$ cat config.mk
export PLATFORM = sky130hd
export DESIGN_NAME = fp32_adder_dual_align_stage
export DESIGN_NICKNAME = d
export VERILOG_FILES = /design/src/rtl/fp32_adder_dual_align_stage.sv
export SDC_FILE = /design/constraint.sdc
export NUM_CORES = 1
export LEC_CHECK = 0
export ABC_AREA = 1
export CORE_UTILIZATION = 50
export CTS_CLUSTER_DIAMETER = 30
export DETAILED_ROUTE_END_ITERATION = 8
export DONT_BUFFER_PORTS = 1
export GPL_ROUTABILITY_DRIVEN = 0
export GPL_TIMING_DRIVEN = 0
export SETUP_SLACK_MARGIN = 0.2
export SYNTH_ARGS = -nofsm -noshare
export SYNTH_HDL_FRONTEND = slang
export SYNTH_SLANG_ARGS = --single-unit
export TNS_END_PERCENT = 50
$ cat constraint.sdc
create_clock -name clk -period 4.8 [get_ports clk]
set_input_delay 0.96 -clock clk [delete_from_list [all_inputs] [get_ports clk]]
set_output_delay 0.96 -clock clk [all_outputs]
set_load 0.05 [all_outputs]
$ cat src/rtl/fp32_adder_dual_align_stage.sv
// Dual-lane FP32 adder front end: unpack, pick larger exponent, align smaller mantissa, signed add (FP32_ALIGN_FTZ_EN flushes exp==0 operands to +0).
// Latency: 2 cycles, one result per clock.
// Backpressure: none; fully pipelined, data registers update every cycle and only valid_out qualifies them.

module fp32_adder_align_lane #(
  parameter int EXPONENT_WIDTH = 8,
  parameter int MANTISA_WIDTH  = 24
) (
  input  logic                      clk,
  input  logic                      rst,
  input  logic [31:0]               a,
  input  logic [31:0]               b,
  output logic [EXPONENT_WIDTH-1:0] exponent_big,
  output logic [MANTISA_WIDTH:0]    add
);
  localparam int EW = EXPONENT_WIDTH;
  localparam int MW = MANTISA_WIDTH;
  localparam logic [EW-1:0] EXP_ZERO   = '0;
  localparam logic [EW-1:0] EXP_ONE    = EW'(1);
  localparam logic [EW-1:0] DIFF_LIMIT = EW'(MW);

  typedef struct packed {
    logic [EW-1:0] exp_big;
    logic [EW-1:0] diff;
    logic [MW-1:0] mant_big;
    logic [MW-1:0] mant_small;
    logic          sign_big;
    logic          sign_small;
  } align_t;

  logic          sign_a;
  logic          sign_b;
  logic [EW-1:0] exp_a;
  logic [EW-1:0] exp_b;
  logic [MW-1:0] mant_a;
  logic [MW-1:0] mant_b;
  align_t        s1_d;
  align_t        s1_q;

  always_comb begin
    sign_a = a[EW+MW-1];
    sign_b = b[EW+MW-1];
    exp_a  = a[MW-1 +: EW];
    exp_b  = b[MW-1 +: EW];
    mant_a = {exp_a != EXP_ZERO, a[MW-2:0]};
    mant_b = {exp_b != EXP_ZERO, b[MW-2:0]};
`ifdef FP32_ALIGN_FTZ_EN
    if (exp_a == EXP_ZERO) begin
      sign_a = 1'b0;
      mant_a = '0;
    end
    if (exp_b == EXP_ZERO) begin
      sign_b = 1'b0;
      mant_b = '0;
    end
`else
    // Denormals share the exponent of the smallest normal.
    if (exp_a == EXP_ZERO) exp_a = EXP_ONE;
    if (exp_b == EXP_ZERO) exp_b = EXP_ONE;
`endif
    if (exp_b > exp_a) begin
      s1_d.exp_big    = exp_b;
      s1_d.diff       = exp_b - exp_a;
      s1_d.mant_big   = mant_b;
      s1_d.mant_small = mant_a;
      s1_d.sign_big   = sign_b;
      s1_d.sign_small = sign_a;
    end else begin
      s1_d.exp_big    = exp_a;
      s1_d.diff       = exp_a - exp_b;
      s1_d.mant_big   = mant_a;
      s1_d.mant_small = mant_b;
      s1_d.sign_big   = sign_a;
      s1_d.sign_small = sign_b;
    end
  end

  logic [MW-1:0] shifted;
  logic [MW+1:0] sv_big;
  logic [MW+1:0] sv_small;
  logic [MW+1:0] sum;
  logic [MW:0]   add_d;

  always_comb begin
    shifted  = (s1_q.diff >= DIFF_LIMIT) ? '0 : (s1_q.mant_small >> s1_q.diff);
    sv_big   = {2'b00, s1_q.mant_big};
    sv_small = {2'b00, shifted};
    if (s1_q.sign_big)   sv_big   = -sv_big;
    if (s1_q.sign_small) sv_small = -sv_small;
    sum   = sv_big + sv_small;
    // Halve so the sum fits MW+1 bits; downstream adds 1 to the exponent.
    add_d = (MW+1)'($signed(sum) >>> 1);
  end

  always_ff @(posedge clk) begin
    if (rst) begin
      s1_q         <= '0;
      exponent_big <= '0;
      add          <= '0;
    end else begin
      s1_q         <= s1_d;
      exponent_big <= s1_q.exp_big;
      add          <= add_d;
    end
  end
endmodule

module fp32_adder_dual_align_stage #(
  parameter int EXPONENT_WIDTH = 8,
  parameter int MANTISA_WIDTH  = 24
) (
  input  logic                      clk,
  input  logic                      rst,
  input  logic                      valid_in,
  input  logic [31:0]               a_0_in,
  input  logic [31:0]               b_0_in,
  input  logic [31:0]               a_1_in,
  input  logic [31:0]               b_1_in,
  output logic                      valid_out,
  output logic [EXPONENT_WIDTH-1:0] exponent_big_0,
  output logic [EXPONENT_WIDTH-1:0] exponent_big_1,
  output logic [MANTISA_WIDTH:0]    add_0,
  output logic [MANTISA_WIDTH:0]    add_1
);
  logic valid_s1;

  always_ff @(posedge clk) begin
    if (rst) begin
      valid_s1  <= 1'b0;
      valid_out <= 1'b0;
    end else begin
      valid_s1  <= valid_in;
      valid_out <= valid_s1;
    end
  end

  fp32_adder_align_lane #(
    .EXPONENT_WIDTH(EXPONENT_WIDTH),
    .MANTISA_WIDTH (MANTISA_WIDTH)
  ) u_lane_0 (
    .clk         (clk),
    .rst         (rst),
    .a           (a_0_in),
    .b           (b_0_in),
    .exponent_big(exponent_big_0),
    .add         (add_0)
  );

  fp32_adder_align_lane #(
    .EXPONENT_WIDTH(EXPONENT_WIDTH),
    .MANTISA_WIDTH (MANTISA_WIDTH)
  ) u_lane_1 (
    .clk         (clk),
    .rst         (rst),
    .a           (a_1_in),
    .b           (b_1_in),
    .exponent_big(exponent_big_1),
    .add         (add_1)
  );
endmodule

==> summary.md <==
| Metric | Value |
|---|---|
| Most frequent cells in the layout | 398 x nand2_1, 358 x nor2_1, 328 x nand3_1 |
| Clock-pin slew on the worst setup and hold paths | 80 ps |
| Setup TNS Final | 0 ps |
| Setup WS post-layout | 461.0 ps |
| WS Path Type | register to register |
| Worst-skew pair later-pin latency | 460 ps |
| Skew final | 11.50 ps |
| Vias | 15940 |
| Flops & latches, synth | 200 |
| Bufs on Longest Clock Path | 2 |
| Slowest cell on crit path | ha_1 |
| Cell row count | 62 |
| First-pass GRT wire length | 80610 um |
| CTS tree | built |
| Reg-to-reg slack, setup | 460 ps |
| Most used cell, CP | nand2_1 |
| Slew @ Worst Pin | 1001 ps |
| Highest Clock Rate | 230.5 MHz |
| Period minus WS final | 4339 ps |
| WP data required | 5150 ps |
| Number of flops mapped to enable cells by yosys | 0 |
| Die width | 174.4 um |
| Final Max Slew Viols | 0 |
| Maximum resistive drop on vdd | 245.7 uV |
| Static leakage | 7.559 nW |
| Fillers | 2914 |
| Ys Warns | 0 |
| I/O Pins | 198 |
| Fin cells | 2762 |
| Starting density of the core | 51.34% |
| Final WL | 52100 um |
| Delay-heaviest family, CP | compound AO/OA/AOI/OAI gates |
| DIE HEIGHT | 174.4 um |
| CP max FO | 10 |
| Layout cell share with drive strength beyond 1 | 5.341% |
| Area post-placement | 15340 um2 |
| Final count of negative-setup-slack endpoints | 0 |
| Status | complete, but fails checks |
| Slew HR | 33.26% |
| Failing checks | DRC |
| Nets | 2584 |
| Core area | 28940 um2 |
| DRT iter0 DRCs | 1623 |
| Max Cap Viol | 0 |
| Htree depth | 4 |
| Post-route cell area | 16030 um2 |
| Detail Placement HPWL | 42290 um |
| Post-DRT Antenna Nets | 0 |
| Commonest non-fill, non-tap cell in the layout | nand2_1 |
| Largest net degree at the start of global routing | 21 |
| Number of vias per cell | 5.772 |
| DP Cell Count | 2729 |
| Worst hold path type | register to register |
| RSZ-0062 raised after global routing | yes |
| CP peak stage delay | 340 ps |
| Post-synth top flop | dfxtp_1 |
| WL per Instance | 18.86 um |
| Crit. End Element | register |
| Dpl ws | 319.2 ps |
| Worst Path Buf+Inv | 4 |
| Grt total ovfl | 0 |
| CTS root buffer | clkbuf_16 |
| Layout overhead on the synthesized area | 7.917% |
| Seq/Total Area, Yosys | 26.95% |
| I/O Buffers | 0 |
| Period utilisation layout | 90.40% |
| Synthesized netlist net count | 2564 |
| Final Hold Viols | 0 |
| Yosys cell types | 50 |
| Syn avg cell area | 6.335 um2 |
| Total iterations of the first detailed-routing run | 8 |
| Clock sink count | 200 |
| Ys async rst share | 0% |
| Cts bufs inserted | 17 |
| Final core utilization | 55.41% |
| Initial antenna violation count | 2 |
| Die area | 30400 um2 |
| Vias in the first global route | 14610 |
| Post-Syn Area | 14860 um2 |
| All-Layer GR Usage | 33.97% |
| Diodes inserted | 0 |
| Nature of the critical path startpoint | register |
| DR DRC count | 2 |
| Gate count of the mapped netlist | 2345 |
| PD cells | 497.4 nW/um2 |
| Critical path arrival | 4690 ps |
==> registers in the layout, indices dropped and copies added (netlist names) <==
signal	count
u_lane_1.s1_q	66
valid_s1	1
u_lane_1.exponent_big	8
u_lane_1.add	25
u_lane_0.add	25
u_lane_0.exponent_big	8
valid_out	1
u_lane_0.s1_q	66
==> metal layers <==
layer | part of all wire [%] | wire length (um) | GRT usage (%)
met1 | 47 | 24320 | 49.51
met2 | 41 | 21210 | 49.42
met3 | 11 | 5733 | 8.924
met4 | 1.6 | 835 | 7.566
met5 | 0 | 0 | 0
==> logic make-up after synthesis <==
| group | synth area share (%) |
|---|---|
| compound gates | 17.27 |
| xor+xnor | 4.893 |
| fa+ha+maj | 7.715 |
| buf+inv | 8.911 |
| flops | 26.95 |
| mux | 0.1348 |
| simple gates | 34.13 |
==> cells in the mapped netlist (5+ instances only) <==
cell type | instances | share of area [%]
nor4_1 | 12 | 0.51
buf_4 | 6 | 0.30
o21a_1 | 14 | 0.71
nor2_4 | 5 | 0.38
a21o_1 | 7 | 0.35
dfxtp_1 | 200 | 27
buf_1 | 7 | 0.18
a21oi_1 | 178 | 6.0
nand3_1 | 329 | 11
nand4_1 | 20 | 0.84
o21ai_0 | 220 | 7.4
o31ai_1 | 5 | 0.25
inv_1 | 191 | 4.8
nor2_2 | 9 | 0.38
nand2_1 | 398 | 10
xnor2_1 | 29 | 1.7
ha_1 | 82 | 6.9
nor3_1 | 19 | 0.64
fa_1 | 6 | 0.81
a31oi_1 | 14 | 0.59
nand2_2 | 6 | 0.25
nor2_1 | 358 | 9.0
o211ai_1 | 7 | 0.35
clkbuf_1 | 83 | 2.1
xor2_1 | 54 | 3.2
buf_2 | 24 | 0.81
o21ai_2 | 5 | 0.29
o21ai_1 | 12 | 0.40
buf_6 | 6 | 0.45
==> final timing paths <==
check | from | end | cells after the start
worst max register to register | u_lane_0.s1_q[51]$_SDFF_PP0_ | u_lane_0.add[24]$_SDFF_PP0_ | 25
worst min-delay path | u_lane_0.s1_q[58]$_SDFF_PP0_ | u_lane_0.exponent_big[0]$_SDFF_PP0_ | 2
worst max-delay path | u_lane_0.s1_q[51]$_SDFF_PP0_ | u_lane_0.add[24]$_SDFF_PP0_ | 25
worst min register to register | u_lane_0.s1_q[58]$_SDFF_PP0_ | u_lane_0.exponent_big[0]$_SDFF_PP0_ | 2
==> per-stage QoR <==
stage | hold WS (ps) | total power, mW
final | 399.3 | 7.974
after global routing | 424.4 | 8.485
after CTS | 403.5 | 7.823
after detailed placement | 394.5 | 6.341
after global placement | 392.9 | 6.319
after floorplan | 388.3 | 5.413
==> repair_timing <==
| action | CTS | global route |
|---|---|---|
| setup endpoints to repair | 0 | 18 |
| hold buffers | 0 | 0 |
| buffers inserted | 0 | 1 |
| resized for setup | 0 | 28 |
==> power breakdown <==
part	internal [mW]	switching, mW
clock	0.714	0.763
sequential	1.97	0.874
combinational	1.18	2.47
==> worst register-to-register path: stages, from the launching register on <==
cell,delay (ps)
dfxtp_1,320
buf_2,180
inv_1,150
buf_4,210
nand3_1,130
nand3_1,140
nand2_1,120
nand2_1,70
nand2_1,50
nand2_1,140
ha_1,190
nand3_1,120
nor2_2,200
a31oi_1,130
xnor2_1,240
ha_1,340
a21oi_1,170
inv_1,70
a31oi_1,270
o21ai_0,150
a21oi_1,150
o21ai_1,160
a21oi_1,280
nand3_1,120
nand2_1,70
nor2_1,60
==> layout make-up <==
class                           count  area [um2]  area share [%]
Multi-Input combinational cell   1819        9614           59.97
Clock inverter                     14       151.4          0.9444
Inverter                          200       753.2           4.698
Tap cell                          384       480.5           2.997
Timing Repair Buffer                1       7.507         0.04683
Clock buffer                       18       439.2           2.739
Buffer                            126       581.8           3.629
Sequential cell                   200        4004           24.97
Power figures use the tool's default switching activity.
